**src/rtl/trig_dist.sv**
```systemverilog
// Trigger distributor: fans a soft (optionally external) trigger out to N_CH channels, collects acks and keeps stats.
// Optional feature: define TRIG_DIST_EXT_TRG_EN to add the synchronized EXT_TRG trigger input.
module trig_dist #(
    parameter int N_CH        = 12,
    parameter int PULSE_LEN   = 4,
    parameter int ACK_TIMEOUT = 200,
    parameter int HOLDOFF     = 16,
    parameter int CNT_W       = 32
) (
    input  logic                      CLK_80MHZ,
    input  logic                      RESET_N,
    input  logic                      TRG_SOFT,
`ifdef TRIG_DIST_EXT_TRG_EN
    input  logic                      EXT_TRG,
`endif
    input  logic [N_CH-1:0]           TRG_MASK,
    input  logic [$clog2(N_CH+1)-1:0] MIN_SCRODS_REQUIRED,
    input  logic                      CLR_STATS,
    input  logic [N_CH-1:0]           ACK,
    output logic [N_CH-1:0]           TRG,
    output logic                      BUSY,
    output logic [N_CH-1:0]           ACK_LATCHED,
    output logic [CNT_W-1:0]          TRG_COUNT,
    output logic [CNT_W-1:0]          ACCEPT_COUNT,
    output logic [CNT_W-1:0]          TIMEOUT_COUNT,
    output logic [CNT_W-1:0]          DROP_COUNT
);

    localparam int MIN_W = $clog2(N_CH + 1);
    localparam logic [31:0] PULSE_LEN_U   = 32'(PULSE_LEN);
    localparam logic [31:0] ACK_TIMEOUT_U = 32'(ACK_TIMEOUT);
    localparam logic [31:0] HOLDOFF_U     = 32'(HOLDOFF);
    localparam logic [CNT_W-1:0] CNT_ONE  = CNT_W'(1'b1);

    typedef enum logic [1:0] {
        ST_IDLE     = 2'd0,
        ST_FIRE     = 2'd1,
        ST_WAIT_ACK = 2'd2,
        ST_HOLD     = 2'd3
    } state_t;

    state_t            state_r, state_nx_s;
    logic [15:0]       cnt_r;
    logic [N_CH-1:0]   ack_meta_r, ack_sync_r;
    logic [N_CH-1:0]   mask_r, trg_r, ack_latched_r;
    logic              soft_prev_low_r, busy_r;
    logic [CNT_W-1:0]  trg_count_r, accept_count_r, timeout_count_r, drop_count_r;
    logic              trig_req_s, start_s, accept_s, timeout_s, drop_s;
    logic              fire_last_s, wait_last_s, hold_last_s, ack_ok_s;

    function automatic logic [MIN_W-1:0] popcount(input logic [N_CH-1:0] v);
        logic [MIN_W-1:0] c;
        c = '0;
        for (int i = 0; i < N_CH; i++) begin
            c = c + MIN_W'(v[i]);
        end
        return c;
    endfunction

    function automatic logic [CNT_W-1:0] sat_inc(input logic [CNT_W-1:0] v);
        return (&v) ? v : v + CNT_ONE;
    endfunction

    // The "previous low" flag resets to 0, so a request held high through reset never fires.
`ifdef TRIG_DIST_EXT_TRG_EN
    logic ext_meta_r, ext_sync_r, ext_prev_low_r;

    // External trigger synchronizer and edge history
    always_ff @(posedge CLK_80MHZ or negedge RESET_N) begin
        if (!RESET_N) begin
            ext_meta_r     <= 1'b0;
            ext_sync_r     <= 1'b0;
            ext_prev_low_r <= 1'b0;
        end else begin
            ext_meta_r     <= EXT_TRG;
            ext_sync_r     <= ext_meta_r;
            ext_prev_low_r <= ~ext_sync_r;
        end
    end

    assign trig_req_s = (TRG_SOFT & soft_prev_low_r) | (ext_sync_r & ext_prev_low_r);
`else
    assign trig_req_s = TRG_SOFT & soft_prev_low_r;
`endif

    assign fire_last_s = ({16'd0, cnt_r} + 32'd1) >= PULSE_LEN_U;
    assign wait_last_s = ({16'd0, cnt_r} + 32'd1) >= ACK_TIMEOUT_U;
    assign hold_last_s = ({16'd0, cnt_r} + 32'd1) >= HOLDOFF_U;
    assign ack_ok_s    = popcount(ack_latched_r) >= MIN_SCRODS_REQUIRED;

    // Next-state and event decode; accept is tested before timeout so it wins a tie
    always_comb begin
        state_nx_s = state_r;
        start_s    = 1'b0;
        accept_s   = 1'b0;
        timeout_s  = 1'b0;
        drop_s     = 1'b0;
        case (state_r)
            ST_IDLE: begin
                if (trig_req_s) begin
                    state_nx_s = ST_FIRE;
                    start_s    = 1'b1;
                end else begin
                    state_nx_s = ST_IDLE;
                end
            end
            ST_FIRE: begin
                drop_s = trig_req_s;
                if (fire_last_s) begin
                    state_nx_s = ST_WAIT_ACK;
                end else begin
                    state_nx_s = ST_FIRE;
                end
            end
            ST_WAIT_ACK: begin
                drop_s = trig_req_s;
                if (ack_ok_s) begin
                    state_nx_s = ST_HOLD;
                    accept_s   = 1'b1;
                end else if (wait_last_s) begin
                    state_nx_s = ST_HOLD;
                    timeout_s  = 1'b1;
                end else begin
                    state_nx_s = ST_WAIT_ACK;
                end
            end
            ST_HOLD: begin
                drop_s = trig_req_s;
                if (hold_last_s) begin
                    state_nx_s = ST_IDLE;
                end else begin
                    state_nx_s = ST_HOLD;
                end
            end
            default: begin
                state_nx_s = ST_IDLE;
            end
        endcase
    end

    // FSM state, phase counter, pulse and ack collection
    always_ff @(posedge CLK_80MHZ or negedge RESET_N) begin
        if (!RESET_N) begin
            state_r         <= ST_IDLE;
            cnt_r           <= 16'd0;
            ack_meta_r      <= '0;
            ack_sync_r      <= '0;
            mask_r          <= '0;
            trg_r           <= '0;
            ack_latched_r   <= '0;
            soft_prev_low_r <= 1'b0;
            busy_r          <= 1'b0;
        end else begin
            state_r         <= state_nx_s;
            cnt_r           <= (state_nx_s != state_r) ? 16'd0 : cnt_r + 16'd1;
            ack_meta_r      <= ACK;
            ack_sync_r      <= ack_meta_r;
            soft_prev_low_r <= ~TRG_SOFT;
            busy_r          <= (state_nx_s != ST_IDLE);
            if (start_s) begin
                mask_r        <= TRG_MASK;
                trg_r         <= TRG_MASK;
                ack_latched_r <= '0;
            end else begin
                trg_r <= (state_nx_s == ST_FIRE) ? trg_r : '0;
                if ((state_r == ST_FIRE) || (state_r == ST_WAIT_ACK)) begin
                    ack_latched_r <= ack_latched_r | (ack_sync_r & mask_r);
                end
            end
        end
    end

    // Saturating statistics; a clear beats any increment in the same cycle
    always_ff @(posedge CLK_80MHZ or negedge RESET_N) begin
        if (!RESET_N) begin
            trg_count_r     <= '0;
            accept_count_r  <= '0;
            timeout_count_r <= '0;
            drop_count_r    <= '0;
        end else if (CLR_STATS) begin
            trg_count_r     <= '0;
            accept_count_r  <= '0;
            timeout_count_r <= '0;
            drop_count_r    <= '0;
        end else begin
            trg_count_r     <= start_s   ? sat_inc(trg_count_r)     : trg_count_r;
            accept_count_r  <= accept_s  ? sat_inc(accept_count_r)  : accept_count_r;
            timeout_count_r <= timeout_s ? sat_inc(timeout_count_r) : timeout_count_r;
            drop_count_r    <= drop_s    ? sat_inc(drop_count_r)    : drop_count_r;
        end
    end

    assign TRG           = trg_r;
    assign BUSY          = busy_r;
    assign ACK_LATCHED   = ack_latched_r;
    assign TRG_COUNT     = trg_count_r;
    assign ACCEPT_COUNT  = accept_count_r;
    assign TIMEOUT_COUNT = timeout_count_r;
    assign DROP_COUNT    = drop_count_r;

endmodule

```
**config.mk**
```make
export PLATFORM = sky130hd
export DESIGN_NAME = trig_dist
export DESIGN_NICKNAME = d
export VERILOG_FILES = /design/src/rtl/trig_dist.sv
export SDC_FILE = /design/constraint.sdc
export NUM_CORES = 1
export LEC_CHECK = 0
export BUFFER_PORTS_ARGS = -buffer_cell sky130_fd_sc_hd__buf_2
export CAP_MARGIN = 20
export CORE_ASPECT_RATIO = 0.6
export CORE_MARGIN = 5
export CORE_UTILIZATION = 42
export CTS_BUF_LIST = sky130_fd_sc_hd__clkbuf_2
export CTS_CLUSTER_DIAMETER = 50
export DETAILED_ROUTE_END_ITERATION = 8
export PLACE_DENSITY = 0.65
export SLEW_MARGIN = 10
export SYNTH_ARGS = -nofsm -noshare
export SYNTH_HDL_FRONTEND = slang
export SYNTH_SLANG_ARGS = --single-unit
```
**constraint.sdc**
```tcl
create_clock -name CLK_80MHZ -period 5.85 [get_ports CLK_80MHZ]
set_clock_uncertainty 0.2 [all_clocks]
set_input_delay 0.585 -clock CLK_80MHZ [delete_from_list [all_inputs] [get_ports CLK_80MHZ]]
set_output_delay 0.585 -clock CLK_80MHZ [all_outputs]
set_load 0.01 [all_outputs]
```
==> metrics.md <==
| Metric | Value |
|---|---|
| Vias per inst | 5.372 |
| Final Hold Fails | 0 |
| Port buffer count | 184 |
| Sequential element share of the synthesized area | 49.29% |
| First DRT Iteration DRCs | 655 |
| CP startpoint | ACK_LATCHED[0]$_DFFE_PN0P_ |
| Nets | 1,366 |
| DRC Markers | 0 |
| Pre-CTS setup slack | 0.3354 ns |
| Max frequency | 0.1802 GHz |
| Rows | 44 |
| Clock Latency Late Sink | 0.84 ns |
| Yosys top cell by area | dfrtp_1 |
| Die ar. | 0.02852 sq mm |
| Final setup fails | 0 |
| Worst Setup End Kind | register |
| Max-slew headroom | 36.51% |
| Initial antenna violation count | 0 |
| Crit path max fanout | 26 |
| Syn Nets | 1,145 |
| Maximum VDD drop | 0.1954 mV |
| Worst endpoint data arrival time | 6.07 ns |
| GRT Total Usage | 19.84% |
| Reg2Reg Setup Slack | 0.30 ns |
| Die height | 132.8 microns |
| Post-CTS Setup Bufs | 0 |
| Adder-Cell Fraction of Synth Area | 3.578% |
| Tcrit/Tclk final | 94.89% |
| Layout cells sized above 1 | 22.10% |
| CORE AREA | 0.02444 sq mm |
| Post-synthesis mux area share | 1.268% |
| Final Util | 50.92% |
| Largest net degree at the start of global routing | 134 |
| Synth Area in Compound Gates | 8.922% |
| Total gr overflow | 0 |
| Synth warn | 0 |
| Startpoint type of the worst setup path | register |
| Number of synthesized register bits | 208 |
| Sink Count | 208 |
| Count leader, synth | dfrtp_1 |
| Synth top cells by count | dfrtp_1 (208), nor2_1 (123), nand2_1 (91), nand3_1 (73), xnor2_1 (53) |
| Critical path type | register to register |
| DP HPWL | 19.39 mm |
| FF-to-FF path depth | 16 |
| Area contributors post-synth | dfrtp_1 (49%), xnor2_1 (4.4%), nor2_1 (4.4%), xor2_1 (4.2%), nand3_1 (3.5%) |
| Max cap viols | 0 |
| WL/cell | 17.20 microns |
| Clk buf depth | 3 |
| Status | completed |
| Tmin final | 5.551 ns |
| Drt first pass iters | 5 |
| Asr flop ratio synth | 100.0% |
| Top_reg_cell synth | dfrtp_1 |
| Reg-to-reg endpoint | TIMEOUT_COUNT[27]$_DFFE_PN0P_ |
| Total power | 0.003395 W |
| HP Class | input pin to async pin |
| Area delta synth->final | 17.86% |
| Vias | 8,950 |
| Final WS setup | 0.2992 ns |
| Setup_tns | 0 ns |
| Clock Tree Root | clkbuf_2 |
| Ports | 185 |
| Final antenna-violating net count | 0 |
| XOR/XNOR Fraction of Synth Area | 8.626% |
| Total CTS buffers | 50 |
| EDFF count, synth | 0 |
| Fin. max-slew vios | 0 |
| Syn avg cell area | 9.715 sq um |
| Post-Synth Simple-Gate Area | 24.67% |
| CTS tree | done |
| Chip width | 214.7 microns |
| Post-Syn Area | 0.01056 sq mm |
| Tightest Pin Transition | 0.9404 ns |
| Routed WL | 28.66 mm |
| Synth cell types | 66 |
| RR Startpoint | ACK_LATCHED[0]$_DFFE_PN0P_ |
| Yosys top cell area share | 49.29% |
| Vias in the first global route | 8,543 |
| Leak | 5.972 nW |
| Initial Util | 43.20% |
| First-pass GRT wire length | 47.11 mm |
| Clock transition at the registers of the reported paths | 0.12 ns |
| Gpl congestion | 0.8544 |
| P per Cell Area | 272.8 mW/mm^2 |
| H-tree depth | 2 |
| Largest family of logic cells by synthesized area | simple AND/OR/NAND/NOR gates |
| Worst Path Required | 6.37 ns |
| Diodes inserted | 0 |
| Cells after synthesis | 1,087 |
| RSZ-0062 raised after global routing | no |
-- metrics by stage --
step	area [sq um]	cells	hold slack, ns
finish	12450	1666	0.1212
global route	12450	1666	0.08857
CTS	12450	1666	0.008449
detailed placement	11760	1552	0.1347
global placement	11760	1551	0.1315
floorplan	10560	1087	0.08941
-- metal layers --
metal	vias up	global-route usage, %	part of all wire [%]
met1	4339	31.30	51
li1	4312	-	-
met5	-	0	0
met2	256	25.72	40
met3	43	6.301	7.8
met4	0	5.220	1.7
-- where the power goes --
part           leakage (nW)  internal [W]  switching, W
combinational          2.83      0.000358      0.000511
clock                 0.329      0.000328      0.000600
sequential             2.81       0.00152     0.0000762
-- worst max-delay path: stages (launching register included) --
cell and delay, ns:
dfrtp_1 0.37, inv_1 0.08, fa_1 0.51, fa_1 0.54, fa_1 0.44, fa_1 0.49
inv_1 0.04, ha_1 0.20, fa_1 0.43, ha_1 0.28, a21o_1 0.15, a211o_1 0.34
o21ai_0 0.24, o2111ai_2 0.18, buf_4 0.26, nor4_1 0.29, mux2_2 0.37
-- layout by cell type, fill, tap and decap left out, drive strengths merged, types with 7 or more instances in the layout --
master and count:
nor2 123, a21oi 50, ha 19, nor4 25
xor2 51, or4 8, xnor2 53, fa 7
clkbuf 73, o21ai 32, o31ai 9, inv 42
dlygate4sd3 26, and4 15, nor3 38, dfrtp 208
buf 194, a22o 12, or3 28, and3 28
nand4 41, nand3 74, nand2 91, clkinv 16
a31oi 10
-- timing repair --
action / 4_1_cts / 5_1_grt
resized for setup: 0 / 0
endpoints found under the hold margin: 114 / 0
hold buffers: 26 / 0
-- final cells by class --
cell class                      count  area [sq um]
Multi-Input combinational cell    785          4975
Sequential cell                   208          5205
Clock buffer                       72         360.3
Timing Repair Buffer              221          1284
Tap cell                          322         402.9
Fill cell                        2313         12000
Inverter                           42         157.7
Clock inverter                     16         61.31
-- cells by family (layout without fill, tap and decap cells) --
| logic type | after synthesis | in the layout |
|---|---|---|
| adders and majority gates | 26 | 26 |
| DFF | 208 | 208 |
| buffers and inverters | 94 | 351 |
| xor gates and xnor gates | 104 | 104 |
| and+or+nand+nor | 497 | 497 |
| muxes | 11 | 11 |
| AOI/OAI and AO/OA | 147 | 147 |
-- registers in the layout, summed over array words and instances, names as in the netlist --
| name | flops |
|---|---|
| TIMEOUT_COUNT | 32 |
| soft_prev_low_r | 1 |
| DROP_COUNT | 32 |
| state_r | 2 |
| ACCEPT_COUNT | 32 |
| ack_meta_r | 12 |
| TRG_COUNT | 32 |
| cnt_r | 16 |
| TRG | 12 |
| ACK_LATCHED | 12 |
| ack_sync_r | 12 |
| mask_r | 12 |
| BUSY | 1 |
-- worst max path at each step --
stage | endpoint | slack, ns | cells after the start
after floorplan | TIMEOUT_COUNT[31]$_DFFE_PN0P_ | 0.58 | 16
after global placement | TIMEOUT_COUNT[27]$_DFFE_PN0P_ | 0.44 | 16
after detailed placement | TIMEOUT_COUNT[27]$_DFFE_PN0P_ | 0.34 | 16
after CTS | TIMEOUT_COUNT[27]$_DFFE_PN0P_ | 0.29 | 16
after global routing | TIMEOUT_COUNT[21]$_DFFE_PN0P_ | 0.03 | 16
final | TIMEOUT_COUNT[27]$_DFFE_PN0P_ | 0.30 | 16
(Power assumes the default switching activity.)
